## src/rtl/sram_controller.sv

```systemverilog
// -----------------------------------------------------------------------------
// sram_controller
//
// Sequences the off-chip 16-bit SRAM for the MEM stage. Each 32-bit load or
// store becomes two half-word accesses (low half first, then high half), and
// each half-word access lasts WAIT_CYCLES clocks. `ready` stays low while an
// access is in flight so the pipeline freeze holds address/wdata stable.
//
// Parameters:
//   BASE_ADDR    byte address that maps to SRAM half-word 0
//   ADDR_WIDTH   SRAM half-word address width
//   WAIT_CYCLES  clocks per half-word access (1..15)
//
// Ports:
//   clk          system clock, rising edge
//   rst          asynchronous reset, active low
//   mem_read     load request
//   mem_write    store request (wins if both are asserted)
//   address      byte address
//   wdata        store data
//   rdata        load data, registered, held until the next load
//   ready        low = freeze the pipeline
//   sram_addr    SRAM half-word address
//   sram_we_n    SRAM write enable, active low
//   sram_dq_out  SRAM write data
//   sram_dq_oe   output enable for sram_dq_out (pad lives at top level)
//   sram_dq_in   SRAM read data
// -----------------------------------------------------------------------------
module sram_controller #(
  parameter logic [31:0] BASE_ADDR   = 32'd1024,
  parameter int          ADDR_WIDTH  = 18,
  parameter int          WAIT_CYCLES = 2
) (
  input  logic                  clk,
  input  logic                  rst,
  input  logic                  mem_read,
  input  logic                  mem_write,
  input  logic [31:0]           address,
  input  logic [31:0]           wdata,
  output logic [31:0]           rdata,
  output logic                  ready,
  output logic [ADDR_WIDTH-1:0] sram_addr,
  output logic                  sram_we_n,
  output logic [15:0]           sram_dq_out,
  output logic                  sram_dq_oe,
  input  logic [15:0]           sram_dq_in
);

  localparam logic [1:0] IDLE = 2'd0;
  localparam logic [1:0] LOW  = 2'd1;
  localparam logic [1:0] HIGH = 2'd2;
  localparam logic [1:0] DONE = 2'd3;

  localparam logic [3:0] LAST_CNT = 4'(WAIT_CYCLES - 1);

  logic [1:0]  state_q, state_d;
  logic [3:0]  cnt_q, cnt_d;
  logic        is_write_q, is_write_d;
  logic [31:0] rdata_q, rdata_d;

  logic                  req;
  logic                  in_access;
  logic                  high_half;
  logic                  drive;
  logic [ADDR_WIDTH-1:0] hw_low_addr;

  assign req = mem_read | mem_write;

  // Half-word address of the low half: word index shifted up one bit. The
  // subtraction wraps modulo 2^32 and the cast truncates silently, so byte
  // addresses below BASE_ADDR alias onto the top of the SRAM.
  assign hw_low_addr = ADDR_WIDTH'(((address - BASE_ADDR) >> 2) << 1);

  // ---------------------------------------------------------------------------
  // Next-state logic
  // ---------------------------------------------------------------------------
  always_comb begin
    // NOTE: every variable gets a default first so no path leaves it unassigned;
    // an incomplete assignment in combinational logic would infer a latch.
    state_d    = state_q;
    cnt_d      = cnt_q;
    is_write_d = is_write_q;
    rdata_d    = rdata_q;

    case (state_q)
      IDLE: begin
        if (req) begin
          state_d    = LOW;
          cnt_d      = 4'd0;
          is_write_d = mem_write;
        end
      end
      LOW: begin
        if (cnt_q == LAST_CNT) begin
          state_d = HIGH;
          cnt_d   = 4'd0;
          if (!is_write_q) rdata_d[15:0] = sram_dq_in;
        end else begin
          cnt_d = cnt_q + 4'd1;
        end
      end
      HIGH: begin
        if (cnt_q == LAST_CNT) begin
          state_d = DONE;
          cnt_d   = 4'd0;
          if (!is_write_q) rdata_d[31:16] = sram_dq_in;
        end else begin
          cnt_d = cnt_q + 4'd1;
        end
      end
      default: state_d = IDLE;  // DONE always returns to IDLE
    endcase
  end

  // ---------------------------------------------------------------------------
  // State registers
  // ---------------------------------------------------------------------------
  always_ff @(posedge clk or negedge rst) begin
    if (!rst) begin
      state_q    <= IDLE;
      cnt_q      <= 4'd0;
      is_write_q <= 1'b0;
      rdata_q    <= 32'd0;
    end else begin
      // NOTE: non-blocking assignments so every flop samples pre-edge values,
      // independent of statement order.
      state_q    <= state_d;
      cnt_q      <= cnt_d;
      is_write_q <= is_write_d;
      rdata_q    <= rdata_d;
    end
  end

  // ---------------------------------------------------------------------------
  // Outputs, decoded from registered state. Because reset clears state_q
  // asynchronously, sram_we_n rises immediately on reset without a clock.
  // ---------------------------------------------------------------------------
  assign in_access = (state_q == LOW) || (state_q == HIGH);
  assign high_half = (state_q == HIGH);
  assign drive     = in_access && is_write_q;

  assign sram_addr   = in_access ? (hw_low_addr | ADDR_WIDTH'(high_half)) : '0;
  assign sram_we_n   = ~drive;
  assign sram_dq_oe  = drive;
  assign sram_dq_out = drive ? (high_half ? wdata[31:16] : wdata[15:0]) : 16'd0;

  // Combinational path from req keeps zero added latency when idle.
  assign ready = ~req | (state_q == DONE);
  assign rdata = rdata_q;

endmodule

```

## config.mk

```make
export PLATFORM = sky130hd
export DESIGN_NAME = sram_controller
export DESIGN_NICKNAME = d
export VERILOG_FILES = /design/src/rtl/sram_controller.sv
export SDC_FILE = /design/constraint.sdc
export NUM_CORES = 1
export LEC_CHECK = 0
export BUFFER_PORTS_ARGS = -buffer_cell sky130_fd_sc_hd__buf_2
export CORE_MARGIN = 8
export CORE_UTILIZATION = 28
export CTS_BUF_LIST = sky130_fd_sc_hd__clkbuf_16
export CTS_CLUSTER_DIAMETER = 100
export DETAILED_ROUTE_END_ITERATION = 16
export PLACE_DENSITY = 0.57
export RECOVER_POWER = 25
export SETUP_SLACK_MARGIN = 0.1
export SLEW_MARGIN = 20
export SYNTH_ARGS = -nofsm -noshare
export SYNTH_HDL_FRONTEND = slang
export SYNTH_SLANG_ARGS = --single-unit
```

## constraint.sdc

```tcl
create_clock -name clk -period 3 [get_ports clk]
set_input_delay 0.6 -clock clk [delete_from_list [all_inputs] [get_ports clk]]
set_output_delay 0.6 -clock clk [all_outputs]
set_load 0.03 [all_outputs]
```

=== Yosys cells after proc, flatten, opt, wreduce, memory -nomap -nowiden ===
Cells that the tools add are included.

* Mux-type cells: 10
* Reduce and logical (&&, ||, !) cells: 10
* Equality and inequality tests: 7
* Bitwise gates (word level): 6
* $add $sub $neg: 2

{| class="wikitable"
|+ Operator list
! operator !! count
|-
| 2-to-1 mux 16 bit || 2
|-
| subtractor 19 x 11 -> 19 bit, second input constant || 1
|-
| 2-to-1 mux 18 bit || 1
|-
| bitwise OR 18 x 1 -> 18 bit || 1
|-
| AND reduction 3 bit || 3
|-
| 2-to-1 mux 4 bit || 2
|-
| case mux 4 bit (2 select lines) || 1
|-
| 2-to-1 mux 2 bit || 3
|-
| case mux 2 bit (3 select lines) || 1
|-
| adder 4 x 1 -> 4 bit, second input constant || 1
|-
| equality test 2 bit, second input constant || 2
|-
| equality test 4 x 1 -> 1 bit, second input constant || 1
|-
| != test 2 bit, second input constant || 2
|-
| AND reduction 2 bit || 2
|-
| inverter 1 bit || 3
|-
| equality test 2 x 1 -> 1 bit, second input constant || 1
|-
| zero test 2 bit || 1
|-
| != test 2 x 1 -> 1 bit, second input constant || 1
|-
| bitwise OR 1 bit || 2
|-
| nonzero test 2 bit || 1
|-
| OR reduction 2 bit || 1
|-
| logical AND 1 bit || 1
|-
| logical OR 1 bit || 1
|}

* Output and inout bits: 69
* Logic and storage cells: 40
* Input bits: 84
* Register bits: 39

=== Longest topological paths before layout ===
* Depth in word-level cells: 4
* Mapped depth: 6
* Depth with buffers taken out: 5

=== Worst setup path after synthesis ===
Ideal clock, no wire load.

* Path type: input to output
* Start point: input port address[15]
* End point: output port sram_addr[17]
* Buffers on the path: 0
* Data arrival time: 2.117 ns
* Cell stages on the path: 3
* Path slack: 0.283 ns
* Path through: or4_4 > or4_1 > a21oi_1

* Word-level cells in the longest chain between the ends: 3

{| class="wikitable"
|+ RTL lines
! element !! RTL line !! text
|-
| from (decl) || 38 || <nowiki>input logic [31:0] address,</nowiki>
|-
| subtractor 19 x 11 -> 19 bit || 72 || <nowiki>assign hw_low_addr = ADDR_WIDTH'(((address - BASE_ADDR) >> 2) << 1);</nowiki>
|-
| bitwise OR 18 x 1 -> 18 bit || 142 || <nowiki>assign sram_addr = in_access ? (hw_low_addr | ADDR_WIDTH'(high_half)) : '0;</nowiki>
|-
| 2-to-1 mux 18 bit || 142 ||
|-
| to (decl) || 42 || <nowiki>output logic [ADDR_WIDTH-1:0] sram_addr,</nowiki>
|}

No other way between the ends.

=== Worst setup path in the final report ===
Same ends and word-level chain as after synthesis.

==> flow_metrics.env <==
export IMPL_cts_setup_buffers=0
export IMPL_critical_path_buf_inv_count=2
export IMPL_post_route_worst_setup_slack_ns=0.2649
export IMPL_post_route_min_period_ns=2.735
export IMPL_synth_top_cells_by_area="dfrtp_1 46%, mux2_2 17%, mux2i_1 8.1%"
export IMPL_slowest_stage="or4_4"
export IMPL_post_route_period_util_pct=91.17
export IMPL_final_cells=425
export IMPL_syn_inst=187
export IMPL_num_rows=31
export IMPL_p_leak_nw=1.585
export IMPL_synth_common_cells="39 x dfrtp_1, 32 x mux2_2, 21 x nor2_1, 17 x mux2i_1, 8 x and2_1"
export IMPL_clkTransAtPathRegs_ns=0.05
export IMPL_cp_common_cell="buf_2"
export IMPL_synth_area_mm2=0.002105
export IMPL_clockBufferDepth=2
export IMPL_async_reset_ff_share_pct=100.0
export IMPL_max_freq_mhz=365.6
export IMPL_violations="capacitance limit, slew limit"
export IMPL_finalWirelength_um=5973
export IMPL_hold_buffers=0
export IMPL_h_tree_depth=2
export IMPL_cts_buffers=5
export IMPL_hold_path_end="rdata[17]"
export IMPL_switching_share_pct=49.09
export IMPL_cp_end_kind="output pin"
export IMPL_synth_most_common_cell="dfrtp_1"
export IMPL_fin_util_pct=42.47
export IMPL_grt_usage_pct=10.98
export IMPL_cp_startpoint="address[15]"
export IMPL_dieArea_mm2=0.01055
export IMPL_pre_cts_ws_ns=0.2927
export IMPL_yosysWarningCount=0
export IMPL_final_nets=416
export IMPL_grt_pass1_vias=2007
export IMPL_setup_viol=0
export IMPL_fp_coreArea_mm2=0.007253
export IMPL_start_util_pct=29.02
export IMPL_slew_headroom_pct=-36.00
export IMPL_final_hold_viol_count=0
export IMPL_synth_top_area_share_pct=46.37
export IMPL_grt_start_max_net_pins=40
export IMPL_hold_path_class="register to register"
export IMPL_grt_pass1_wl_um=9211
export IMPL_final_layout_size_suffix_gt1_share_pct=55.83
export IMPL_hpwl_um=4827
export IMPL_cts_tree="built"
export IMPL_antenna_cells=0
export IMPL_clock_sinks=39
export IMPL_grt_overflow=0
export IMPL_regToRegEndpoint="cnt_q[2]"
export IMPL_io_pins=153
export IMPL_clk_latency_ns=0.28
export IMPL_reg2reg_depth=5
export IMPL_start_kind="primary input"
export IMPL_root_buffer="clkbuf_16"
export IMPL_status="complete, but fails checks"
export IMPL_timing_worst_slew_pin_value_ns=2.040
export IMPL_power_switching_w=0.001986
export IMPL_clock_power_share_pct=16.4
export IMPL_fin_tns_setup_ns=0
export IMPL_max_stage_delay_ns=0.55
export IMPL_p_int_w=0.002059
export IMPL_postLayoutCellArea_mm2=0.003080
export IMPL_synth_largest_area_cell="dfrtp_1"
export IMPL_post_cts_resized=0
export IMPL_rsz0062_at_grt="false"
export IMPL_required_ns=2.40
export IMPL_routed_via_count=1944
export IMPL_ys_flop_type="dfrtp_1"
export IMPL_ys_types=30
export IMPL_hp_start="rdata[17]"
export IMPL_wl_per_cell_um=14.05
export IMPL_placed_area_mm2=0.002890
export IMPL_irDropWorstVdd_v=0.0005584
export IMPL_r2r_slack_ns=0.81
export IMPL_drt_iter0_markers=59
export IMPL_chipHeight_um=102.7
export IMPL_drtAntennaViolNets=0
export IMPL_viasPerCell=4.574
export IMPL_seq_area_frac_synth_pct=46.37
export IMPL_gp_congestion=0.7324
export IMPL_synth_seq_cells=39
export IMPL_nFillCells=724
export IMPL_antenna_found_initial=0
export IMPL_critPathArrivalTime_ns=2.14
export IMPL_powerDensity_mw_per_mm2=1313
export IMPL_die_x_um=102.7
export IMPL_synth_edf_count=0
export IMPL_finClkSkew_ns=0.001958
export IMPL_placed_cells=417
export IMPL_dr_pass1_iters=4
export IMPL_max_cap_violations=1
export IMPL_p_comb_share_pct=60.9
export IMPL_worstPathMaxFanout=4
export IMPL_cp_top_family="simple AND/OR/NAND/NOR gates"
export IMPL_seq_power_share_pct=22.7
export IMPL_cp_cell_sequence="buf_2, or4_4, or4_1, a21oi_1, buf_2"
export IMPL_criticalPathCategory="primary input to output pin"
export IMPL_drc_errors=0
export IMPL_synthesis_nets=278
export IMPL_synthToLayoutAreaGrowth_pct=46.37
export IMPL_r2r_start="state_q[0]"
export IMPL_numPortBuffers=137
export IMPL_avgSynthCellArea_um2=11.25
export IMPL_finalMaxSlewViolations=40
export IMPL_whs_path_depth=1
cells in the final DEF (no fill, tap or decap), drive strengths merged, types with 3 or more instances in the layout:
cell    instances
nand2b          4
nor4b           3
clkbuf          6
nand2           4
nor2           21
o31ai           3
dfrtp          39
and2            8
o21ai           7
or4             4
inv             8
a21oi           6
ha              7
mux2           32
buf           137
or3             5
mux2i          17
how the worst max path moves through the flow:
stage	to	slack, ns	depth (start not counted)
floorplan	sram_addr[17]	0.28	3
global placement	sram_addr[17]	0.28	5
detailed placement	sram_addr[17]	0.29	5
CTS	sram_dq_out[9]	0.14	5
global route	sram_dq_out[9]	0.19	5
finish	sram_addr[17]	0.26	5
worst register-to-register path, delay by kind of cell, from the launching register on:
family / cells / cell delay (ns)
buffers and inverters: 2 / 0.36
adder cells (fa/ha/maj): 1 / 0.52
AND/OR/NAND/NOR: 1 / 0.62
AO/OA/AOI/OAI: 1 / 0.18
flip-flops: 1 / 0.42
metal layers:
layer,GRT usage [%],vias up,wire length [um]
li1,-,937,-
met1,13.45,874,2583
met2,16.03,126,2396
met3,5.739,7,924
met4,3.837,0,68
met5,0,-,0
final cells by class:
| class | count | area, um^2 | area share, % |
|---|---|---|---|
| clock inverters | 3 | 63.81 | 2.071 |
| clock buffers | 5 | 125.1 | 4.062 |
| repair buffers | 138 | 691.9 | 22.46 |
| multi-input cells | 134 | 1074 | 34.85 |
| inverters | 7 | 26.28 | 0.8530 |
| flip-flops and latches | 39 | 975.9 | 31.68 |
| well taps | 99 | 123.9 | 4.021 |
sequential cells by signal, indices dropped and copies added, names as in the netlist:
| signal | flops |
|---|---|
| state_q | 2 |
| cnt_q | 4 |
| rdata | 32 |
| is_write_q | 1 |
stage by stage:
stage	power (W)	hold slack, ns
2_1_floorplan	0.002694	0.3044
3_3_place_gp	0.003405	0.4828
3_5_place_dp	0.003426	0.4886
4_1_cts	0.004110	0.4744
5_1_grt	0.004311	0.5177
6_report	0.004045	0.4989
cell families (layout without fill, tap and decap cells):
kind of cell	count (synthesis)	in the layout	share of synthesized area [%]
and+or+nand+nor	55	55	14.57
muxes	49	49	25.21
DFF	39	39	46.37
AOI/OAI and AO/OA	22	22	6.540
buffers and inverters	14	153	2.735
adders and majority gates	7	7	4.162
xor gates and xnor gates	1	1	0.4162
power groups by stage:
stage	clock network (W)	registers, W	logic [W]
finish	0.000665	0.000917	0.00246
global route	0.000709	0.000953	0.00265
detailed placement	0	0.000925	0.00250
global placement	0	0.000919	0.00249
floorplan	0	0.00137	0.00133
CTS	0.000688	0.000917	0.00251
No activity file was read; power rests on OpenSTA's default activity.
